### src/rtl/imem_arbiter_if.sv
// imem_arbiter_if
//   Bundles the three buses around the instruction/data memory arbiter:
//   fetch port (f_*), load/store port (d_*) and the memory side (m_*).
//   Modports:
//     slave  - arbiter view: takes F/D requests and memory responses,
//              drives F/D responses and the memory request.
//     master - environment view (requesters plus memory wrapper).
interface imem_arbiter_if;
   logic [31:0] f_req_addr;
   logic        f_req_stb;
   logic        f_cancel;
   logic [31:0] f_req_data;
   logic        f_req_valid;

   logic [31:0] d_req_addr;
   logic        d_req_stb;
   logic        d_req_we;
   logic [31:0] d_req_wdata;
   logic [3:0]  d_req_be;
   logic [31:0] d_req_data;
   logic        d_req_valid;

   logic [31:0] m_addr;
   logic        m_stb;
   logic        m_we;
   logic [31:0] m_wdata;
   logic [3:0]  m_be;
   logic        m_ready;
   logic [31:0] m_rdata;
   logic        m_rvalid;

   modport slave (
      input  f_req_addr, f_req_stb, f_cancel,
      input  d_req_addr, d_req_stb, d_req_we, d_req_wdata, d_req_be,
      input  m_ready, m_rdata, m_rvalid,
      output f_req_data, f_req_valid,
      output d_req_data, d_req_valid,
      output m_addr, m_stb, m_we, m_wdata, m_be
   );

   modport master (
      output f_req_addr, f_req_stb, f_cancel,
      output d_req_addr, d_req_stb, d_req_we, d_req_wdata, d_req_be,
      output m_ready, m_rdata, m_rvalid,
      input  f_req_data, f_req_valid,
      input  d_req_data, d_req_valid,
      input  m_addr, m_stb, m_we, m_wdata, m_be
   );
endinterface

### src/rtl/imem_arbiter.sv
// imem_arbiter
//   Shares one single-ported memory between the fetch stage (F) and the
//   load/store unit (D). One pending slot per port, data-priority
//   arbitration with a starvation bound for F, one memory transaction at a
//   time, responses routed back to the owner. Fetch responses killed by a
//   branch redirect (f_cancel) are dropped.
//   Ports:
//     i_clk    - clock
//     i_reset  - asynchronous active-high reset
//     bus      - imem_arbiter_if.slave (F port, D port, memory port)
//   Parameter:
//     MAX_D_STREAK - D grants allowed in a row while F waits
//
//   state | meaning
//   ------+-----------------------------------------------
//   IDLE  | no memory transaction
//   REQ   | m_stb high, waiting for m_ready
//   RESP  | request accepted, waiting for m_rvalid
module imem_arbiter #(
   parameter int unsigned MAX_D_STREAK = 4
) (
   input  logic           i_clk,
   input  logic           i_reset,
   imem_arbiter_if.slave  bus
);
   localparam int SW = $clog2(MAX_D_STREAK + 1);
   localparam logic [SW-1:0] STREAK_MAX = SW'(MAX_D_STREAK);

   typedef enum logic [1:0] {IDLE, REQ, RESP} state_t;
   state_t state, state_n;

   logic          pf_full;
   logic [31:0]   pf_addr;
   logic          pd_full;
   logic [31:0]   pd_addr;
   logic          pd_we;
   logic [31:0]   pd_wdata;
   logic [3:0]    pd_be;

   logic          owner_d;
   logic          discard;
   logic [SW-1:0] streak;

   logic [31:0]   m_addr_q;
   logic          m_stb_q;
   logic          m_we_q;
   logic [31:0]   m_wdata_q;
   logic [3:0]    m_be_q;

   logic          f_cand;
   logic          d_cand;
   logic          win_d;
   logic          issue;
   logic          resp;

   // A strobe arriving this cycle counts as already pending; a cancel
   // removes every F candidate, including a same-cycle strobe.
   always_comb begin
      f_cand  = 1'b0;
      d_cand  = 1'b0;
      win_d   = 1'b0;
      issue   = 1'b0;
      resp    = 1'b0;
      state_n = state;

      f_cand = ~bus.f_cancel & (pf_full | bus.f_req_stb);
      d_cand = pd_full | bus.d_req_stb;
      win_d  = d_cand & ~(f_cand & (streak == STREAK_MAX));
      resp   = (state == RESP) & bus.m_rvalid;

      case (state)
         IDLE: begin
            if (f_cand | d_cand) begin
               issue   = 1'b1;
               state_n = REQ;
            end
         end
         REQ: begin
            if (bus.m_ready) state_n = RESP;
         end
         RESP: begin
            // The next candidate goes out on the same edge as the response.
            if (bus.m_rvalid) begin
               if (f_cand | d_cand) begin
                  issue   = 1'b1;
                  state_n = REQ;
               end else begin
                  state_n = IDLE;
               end
            end
         end
         default: state_n = IDLE;
      endcase
   end

   always_ff @(posedge i_clk or posedge i_reset) begin
      if (i_reset) state <= IDLE;
      else         state <= state_n;
   end

   always_ff @(posedge i_clk or posedge i_reset) begin
      if (i_reset) begin
         pf_full   <= 1'b0;
         pf_addr   <= '0;
         pd_full   <= 1'b0;
         pd_addr   <= '0;
         pd_we     <= 1'b0;
         pd_wdata  <= '0;
         pd_be     <= '0;
         owner_d   <= 1'b0;
         discard   <= 1'b0;
         streak    <= '0;
         m_addr_q  <= '0;
         m_stb_q   <= 1'b0;
         m_we_q    <= 1'b0;
         m_wdata_q <= '0;
         m_be_q    <= '0;
      end else begin
         if (bus.f_cancel) begin
            pf_full <= 1'b0;
         end else if (issue && !win_d) begin
            pf_full <= 1'b0;
         end else if (bus.f_req_stb) begin
            pf_full <= 1'b1;
            pf_addr <= bus.f_req_addr;
         end

         if (issue && win_d) begin
            pd_full <= 1'b0;
         end else if (bus.d_req_stb) begin
            pd_full  <= 1'b1;
            pd_addr  <= bus.d_req_addr;
            pd_we    <= bus.d_req_we;
            pd_wdata <= bus.d_req_wdata;
            pd_be    <= bus.d_req_be;
         end

         if (issue) begin
            m_stb_q <= 1'b1;
            owner_d <= win_d;
            discard <= 1'b0;
            if (win_d) begin
               m_addr_q  <= pd_full ? pd_addr  : bus.d_req_addr;
               m_we_q    <= pd_full ? pd_we    : bus.d_req_we;
               m_wdata_q <= pd_full ? pd_wdata : bus.d_req_wdata;
               m_be_q    <= pd_full ? pd_be    : bus.d_req_be;
            end else begin
               m_addr_q  <= pf_full ? pf_addr : bus.f_req_addr;
               m_we_q    <= 1'b0;
               m_wdata_q <= '0;
               m_be_q    <= 4'hF;
            end
         end else begin
            if ((state == REQ) && bus.m_ready) m_stb_q <= 1'b0;
            // The request stays on the bus after a cancel; only its
            // response is dropped.
            if (bus.f_cancel && !owner_d && (state != IDLE)) discard <= 1'b1;
         end

         if (issue) begin
            if (win_d && f_cand)
               streak <= (streak == STREAK_MAX) ? streak : streak + 1'b1;
            else
               streak <= '0;
         end else if (!f_cand) begin
            streak <= '0;
         end
      end
   end

   assign bus.m_addr  = m_addr_q;
   assign bus.m_stb   = m_stb_q;
   assign bus.m_we    = m_we_q;
   assign bus.m_wdata = m_wdata_q;
   assign bus.m_be    = m_be_q;

   assign bus.d_req_valid = resp & owner_d;
   assign bus.f_req_valid = resp & ~owner_d & ~discard & ~bus.f_cancel;
   assign bus.d_req_data  = bus.d_req_valid ? bus.m_rdata : 32'h0;
   assign bus.f_req_data  = bus.f_req_valid ? bus.m_rdata : 32'h0;
endmodule

### src/flat_wrapper.sv
// flat-port wrapper written by rule: the top's interface ports become plain ports
module imem_arbiter_flat 
#(
   parameter int unsigned MAX_D_STREAK = 4
)
  (i_clk, i_reset, bus_f_req_addr, bus_f_req_stb, bus_f_cancel, bus_d_req_addr, bus_d_req_stb, bus_d_req_we, bus_d_req_wdata, bus_d_req_be, bus_m_ready, bus_m_rdata, bus_m_rvalid, bus_f_req_data, bus_f_req_valid, bus_d_req_data, bus_d_req_valid, bus_m_addr, bus_m_stb, bus_m_we, bus_m_wdata, bus_m_be);
  imem_arbiter_if bus_i ();
  input  logic i_clk;
  input  logic i_reset;
  input wire logic [$bits(bus_i.f_req_addr)-1:0] bus_f_req_addr;
  input wire logic [$bits(bus_i.f_req_stb)-1:0] bus_f_req_stb;
  input wire logic [$bits(bus_i.f_cancel)-1:0] bus_f_cancel;
  input wire logic [$bits(bus_i.d_req_addr)-1:0] bus_d_req_addr;
  input wire logic [$bits(bus_i.d_req_stb)-1:0] bus_d_req_stb;
  input wire logic [$bits(bus_i.d_req_we)-1:0] bus_d_req_we;
  input wire logic [$bits(bus_i.d_req_wdata)-1:0] bus_d_req_wdata;
  input wire logic [$bits(bus_i.d_req_be)-1:0] bus_d_req_be;
  input wire logic [$bits(bus_i.m_ready)-1:0] bus_m_ready;
  input wire logic [$bits(bus_i.m_rdata)-1:0] bus_m_rdata;
  input wire logic [$bits(bus_i.m_rvalid)-1:0] bus_m_rvalid;
  output wire logic [$bits(bus_i.f_req_data)-1:0] bus_f_req_data;
  output wire logic [$bits(bus_i.f_req_valid)-1:0] bus_f_req_valid;
  output wire logic [$bits(bus_i.d_req_data)-1:0] bus_d_req_data;
  output wire logic [$bits(bus_i.d_req_valid)-1:0] bus_d_req_valid;
  output wire logic [$bits(bus_i.m_addr)-1:0] bus_m_addr;
  output wire logic [$bits(bus_i.m_stb)-1:0] bus_m_stb;
  output wire logic [$bits(bus_i.m_we)-1:0] bus_m_we;
  output wire logic [$bits(bus_i.m_wdata)-1:0] bus_m_wdata;
  output wire logic [$bits(bus_i.m_be)-1:0] bus_m_be;
  assign bus_i.f_req_addr = bus_f_req_addr;
  assign bus_i.f_req_stb = bus_f_req_stb;
  assign bus_i.f_cancel = bus_f_cancel;
  assign bus_i.d_req_addr = bus_d_req_addr;
  assign bus_i.d_req_stb = bus_d_req_stb;
  assign bus_i.d_req_we = bus_d_req_we;
  assign bus_i.d_req_wdata = bus_d_req_wdata;
  assign bus_i.d_req_be = bus_d_req_be;
  assign bus_i.m_ready = bus_m_ready;
  assign bus_i.m_rdata = bus_m_rdata;
  assign bus_i.m_rvalid = bus_m_rvalid;
  assign bus_f_req_data = bus_i.f_req_data;
  assign bus_f_req_valid = bus_i.f_req_valid;
  assign bus_d_req_data = bus_i.d_req_data;
  assign bus_d_req_valid = bus_i.d_req_valid;
  assign bus_m_addr = bus_i.m_addr;
  assign bus_m_stb = bus_i.m_stb;
  assign bus_m_we = bus_i.m_we;
  assign bus_m_wdata = bus_i.m_wdata;
  assign bus_m_be = bus_i.m_be;
  imem_arbiter #(.MAX_D_STREAK(MAX_D_STREAK)) u_core (.i_clk(i_clk), .i_reset(i_reset), .bus(bus_i));
endmodule
### config.mk
export PLATFORM = sky130hd
export DESIGN_NAME = imem_arbiter_flat
export DESIGN_NICKNAME = d
export VERILOG_FILES = /design/src/rtl/imem_arbiter_if.sv /design/src/rtl/imem_arbiter.sv /design/src/flat_wrapper.sv
export SDC_FILE = /design/constraint.sdc
export NUM_CORES = 1
export LEC_CHECK = 0
export ABC_AREA = 1
export CAP_MARGIN = 20
export CORE_MARGIN = 2
export CORE_UTILIZATION = 35
export CTS_CLUSTER_DIAMETER = 120
export DETAILED_ROUTE_END_ITERATION = 7
export PLACE_DENSITY_LB_ADDON = 0.05
export RECOVER_POWER = 50
export SYNTH_ARGS = -nofsm -noshare
export SYNTH_HDL_FRONTEND = slang
export SYNTH_SLANG_ARGS = --single-unit
### constraint.sdc
create_clock -name i_clk -period 13 [get_ports i_clk]
set_clock_uncertainty 0.1 [all_clocks]
set_input_delay 3.9 -clock i_clk [delete_from_list [all_inputs] [get_ports i_clk]]
set_output_delay 3.9 -clock i_clk [all_outputs]
set_load 0.01 [all_outputs]
==> Word level (Yosys, flattened, before mapping) <==
Index checks and enable logic that the tools add are counted.
{ "op_classes": {"add_sub_neg": 1, "eq_ne": 8, "mux": 32, "bitwise": 17, "n_reduce_logical": 18} }
{ "ops": {"columns": ["cell", "count"], "rows": [
  ["2-to-1 mux 32 bit", 7],
  ["2-to-1 mux 1 bit", 14],
  ["2-to-1 mux 3 bit", 4],
  ["bitwise AND 1 bit", 8],
  ["2-to-1 mux 4 bit", 2],
  ["nonzero test 2 bit", 4],
  ["logical AND 1 bit", 6],
  ["2-to-1 mux 2 bit", 3],
  ["inequality test 2 bit, second input constant", 3],
  ["inverter 1 bit", 6],
  ["case mux 2 bit (3 select lines)", 1],
  ["AND reduction 3 bit", 2],
  ["AND reduction 2 bit", 2],
  ["adder 3 x 1 -> 3 bit, second input constant", 1],
  ["equality test 3 bit, second input constant", 1],
  ["inequality test 3 bit, second input constant", 1],
  ["OR 1 bit", 3],
  ["nonzero test 3 bit", 1],
  ["equality test 2 x 1 -> 1 bit, second input constant", 1],
  ["equality test 2 bit, second input constant", 1],
  ["zero test 1 bit", 2],
  ["zero test 2 bit", 1],
  ["inequality test 2 x 1 -> 1 bit, second input constant", 1],
  ["case mux 1 bit (2 select lines)", 1]
]} }
{ "word_totals": {"ff_bits": 180} }

==> Logic depth before layout (Yosys ltp) <==
{ "depth": {"depth_word": 9, "mapped_depth": 11, "mapped_depth_nobuf": 9} }

==> Least setup slack after synthesis <==
OpenSTA, ideal clock, no wires.
{ "synth_path": {"path_kind": "input-to-output", "startpoint": "in bus_f_cancel", "endpoint": "out bus_f_req_data[10]", "arrival_ns": 4.752, "setup_slack_ns": 4.248, "stages": 6, "path_buffers": 1, "path_cell_list": "inv_1 nand2_1 nor2_1 inv_1 clkbuf_1 nor2_1"} }
{ "synth_via": {"elab_chain_cells": 3} }
{ "synth_rtl": {"columns": ["element", "line_no", "source"], "rows": [
  ["from (decl)", "flat_wrapper.sv:12", "input wire logic [$bits(bus_i.f_cancel)-1:0] bus_f_cancel;"],
  ["inverter 1 bit", "imem_arbiter.sv:178", "assign bus.f_req_valid = resp & ~owner_d & ~discard & ~bus.f_cancel;"],
  ["bitwise AND 1 bit", "imem_arbiter.sv:178", null],
  ["named net bus_f_req_valid", "flat_wrapper.sv:22", "output wire logic [$bits(bus_i.f_req_valid)-1:0] bus_f_req_valid;"],
  ["2-to-1 mux 32 bit", "imem_arbiter.sv:180", "assign bus.f_req_data = bus.f_req_valid ? bus.m_rdata : 32'h0;"],
  ["to (decl)", "flat_wrapper.sv:21", "output wire logic [$bits(bus_i.f_req_data)-1:0] bus_f_req_data;"]
]} }
The timed path passes the listed nets, and every way through them passes these cells.

==> Final worst setup path <==
{ "layout_path": {"startpoint": "in bus_f_cancel", "endpoint": "out bus_f_req_data[7]"} }
{ "layout_via": {"elab_chain_cells": 3} }
{ "layout_rtl": {"columns": ["element", "line_no"], "rows": [
  ["inverter 1 bit", "imem_arbiter.sv:178"],
  ["bitwise AND 1 bit", "imem_arbiter.sv:178"],
  ["2-to-1 mux 32 bit", "imem_arbiter.sv:180"]
]} }
No other way between the ends.

==> flow_summary.toml <==
[synthesis]
syn-num-nets = 1296
seq_area_frac_synth_pct = 50.48
avgSynthCellArea_um2 = 7.733
syn_inst = 1154
syn_area_um2 = 8924
synth-seq-cells = 180
ys.flop_type = "dfrtp_1"
ys_warn_count = 0
async_reset_ff_share_pct = 100.0
synth_edf_count = 0
synthDistinctLibCells = 29

[clock_tree]
tritoncts = "yes"
clkTransAtPathRegs_ps = 70
cts_buffers = 17
cts_root_buffer = "clkbuf_16"
clock_path_buffers = 2
post_cts_buffers = 0
clkSinkCount = 180
hold_buffers = 0
cts_resized = 0
htreeDepth = 4
clk_latency_ps = 440

[grt]
grt_max_degree = 106
overflow = 0
grt_pass1_vias = 7895
gr-usage-all-layers_pct = 20.96
antenna_found_initial = 3
grt_pass1_wl_um = 44190

[run_status]
status = "complete, but fails checks"
violations = "max-capacitance violations, max-slew violations"

[setup_path]
required_ps = 9000
criticalPathCategory = "in -> out"
r2r_setup_slack_ps = 8290
ff2ff_path_depth = 10
cp.arrival_ps = 5970
rr_startpoint = "u_core.pf_full"
end_kind = "output pin"
path_buf_inv = 4
crit_path_top_delay_cell = "inv_1"
critical_path.top_delay_family = "buffers and inverters"
start_kind = "input pin"
timing.rr.end = "u_core.pd_wdata[11]"
crit_path_cell_trace = "clkdlybuf4s50_1, inv_1, nand2_1, nor2_1, inv_1, nor2_1, clkdlybuf4s50_1"
max_stage_delay_ps = 670
worstPathMaxFanout = 32

[floorplan]
die-height_um = 163.7
die_w_um = 163.7
die_area_um2 = 26790
initial_core_util_pct = 35.54
core_um2 = 25110
ios = 276
rows = 58

[placed_design]
post-place-ws_ps = 3036
dpl_cell_area_um2 = 11800
io_buffers = 275
hpwl_um = 18530
gp_congestion = 0.7783
dp.cells = 1689

[route]
wl_um = 27810
drc = 0
ant_nets = 0
drtPass1Iterations = 7
routedWlPerCell_um = 16.13
drt-vias-per-instance = 4.834
vias = 8333
drtIter0Drc = 460

[hold_path]
hold-path-endpoint = "u_core.pf_addr[3]"
min_path_cells = 2
hold_path_class = "reg -> reg"
min_from = "u_core.pf_addr[3]"

[sta]
finalCriticalPeriod_ps = 9972
slew_viol_final = 257
setup_viol = 0
tightest_slew_ps = 4019
fmaxAchievable_mhz = 100.3
setup_tns_ps = 0
relSlewSlack_pct = -167.9
finalHoldViolCount = 0
worst_slack_ps = 3028
fin_crit_sh_pct = 76.71
rsz0062_at_grt = "false"

[cells_and_area]
fin_nets = 1521
fillers = 2459
syn_to_final_growth_pct = 39.39
drive_above_1_share_pct = 4.310
finalNonFillerCells = 1724
final_util_pct = 49.54
stdcell_area_um2 = 12440

[power]
p_sw_share_pct = 40.18
pwr-share-seq_pct = 38.2
ir_worst_vdd_mv = 0.1204
p_comb_share_pct = 40.9
power.share.clock_pct = 21.0
p_per_area_nw_per_um2 = 206.7
cell_internal_pwr_mw = 1.538
power_switching_mw = 1.033
leakage_nw = 6.216

[run]
max_cap_viol_count = 4
worst max-delay path by stage:
stage,from,end,slack (ps),cells after the start
after floorplan,i_reset,u_core.bus.m_addr[0],4110,1
after global placement,bus_f_cancel,bus_f_req_data[7],3090,7
after detailed placement,bus_f_cancel,bus_f_req_data[7],3040,7
after CTS,bus_f_cancel,bus_f_req_data[7],3030,7
after global routing,i_reset,u_core.bus.m_addr[7],2580,3
final,bus_f_cancel,bus_f_req_data[7],3030,7
cell usage in the layout, fill, tap and decap left out, drive strengths merged:
master | Yosys | routed
a211oi | 1 | 1
nand3 | 172 | 172
xor2 | 1 | 1
mux2i | 37 | 37
nand2 | 470 | 470
clkinvlp | 0 | 1
ha | 2 | 2
o21ai | 40 | 40
dfrtp | 180 | 180
buf | 47 | 11
a21oi | 7 | 7
clkbuf | 35 | 21
o31ai | 1 | 1
a31o | 1 | 1
diode | 0 | 2
nand4 | 32 | 32
inv | 51 | 56
nor2 | 75 | 75
and3 | 1 | 1
bufinv | 0 | 2
clkinv | 0 | 6
clkdlybuf4s50 | 0 | 202
o211ai | 1 | 1
dlygate4sd3 | 0 | 72
cell usage after synthesis, types with 2 or more instances:
library cell,number,area (µm²)
a21oi_1,4,20.02
a21oi_2,2,17.52
nor2_1,74,277.8
buf_6,3,33.78
mux2i_1,37,370.4
nand3_1,170,850.8
buf_1,7,26.28
buf_4,8,60.06
clkbuf_1,35,131.4
o21ai_0,37,185.2
o21ai_1,2,10.01
buf_2,29,145.1
ha_1,2,25.02
nand2_1,469,1760
inv_2,6,22.52
dfrtp_1,180,4504
inv_1,45,168.9
nand3_2,2,20.02
nand4_1,32,200.2
layer usage:
metal | wire [µm] | global-route usage, % | up-vias
li1 | - | - | 4151
met1 | 12340 | 28.46 | 3875
met2 | 12930 | 33.42 | 288
met3 | 2221 | 5.663 | 17
met4 | 306 | 4.864 | 2
met5 | 13 | 0 | -
tightest hold or removal path, delay by kind of cell, from the launching register on:
| kind | cells | cell delay (ps) |
|---|---|---|
| flip-flops | 1 | 340 |
| AND/OR/NAND/NOR | 2 | 100 |
registers in the layout (all words and copies together), names as in the netlist, 2 cells and up:
register and cells:
u_core.bus.m_addr 32, u_core.bus.m_be 4, u_core.bus.m_wdata 32, u_core.state 2, u_core.streak 3, u_core.pd_wdata 32, u_core.pd_be 4, u_core.pd_addr 32
u_core.pf_addr 32
area by class of cell:
| class | count | area [µm²] | area share (%) |
|---|---|---|---|
| clock inverter | 14 | 187.7 | 1.509 |
| tap | 330 | 412.9 | 3.320 |
| antenna | 2 | 5.005 | 0.04024 |
| multi-input combinational | 841 | 3849 | 30.94 |
| clock buffer | 18 | 429.2 | 3.450 |
| inverter | 51 | 192.7 | 1.549 |
| sequential | 180 | 4508 | 36.24 |
| timing repair buffer | 288 | 2854 | 22.95 |
power groups by stage:
stage / registers (mW) / clock network (mW) / logic [mW]
floorplan: 0.962 / 0 / 0.666
global placement: 0.993 / 0 / 1.08
detailed placement: 0.995 / 0 / 1.09
CTS: 0.988 / 0.555 / 1.10
global route: 1.02 / 0.577 / 1.18
finish: 0.981 / 0.540 / 1.05
through the flow:
stage / total power, mW / hold WS [ps]
finish: 2.570 / 372.1
global route: 2.777 / 390.9
CTS: 2.638 / 374.7
detailed placement: 2.089 / 357.9
global placement: 2.073 / 353.0
floorplan: 1.628 / 341.6
cells by family after synthesis:
group,Yosys count,synth area share (%)
AOI/OAI and AO/OA,51,3.295
adders and majority gates,2,0.2804
and+or+nand+nor,750,35.11
xor gates and xnor gates,1,0.09817
DFF,180,50.48
muxes,37,4.150
buffers and inverters,133,6.590
(Power assumes the default switching activity.)
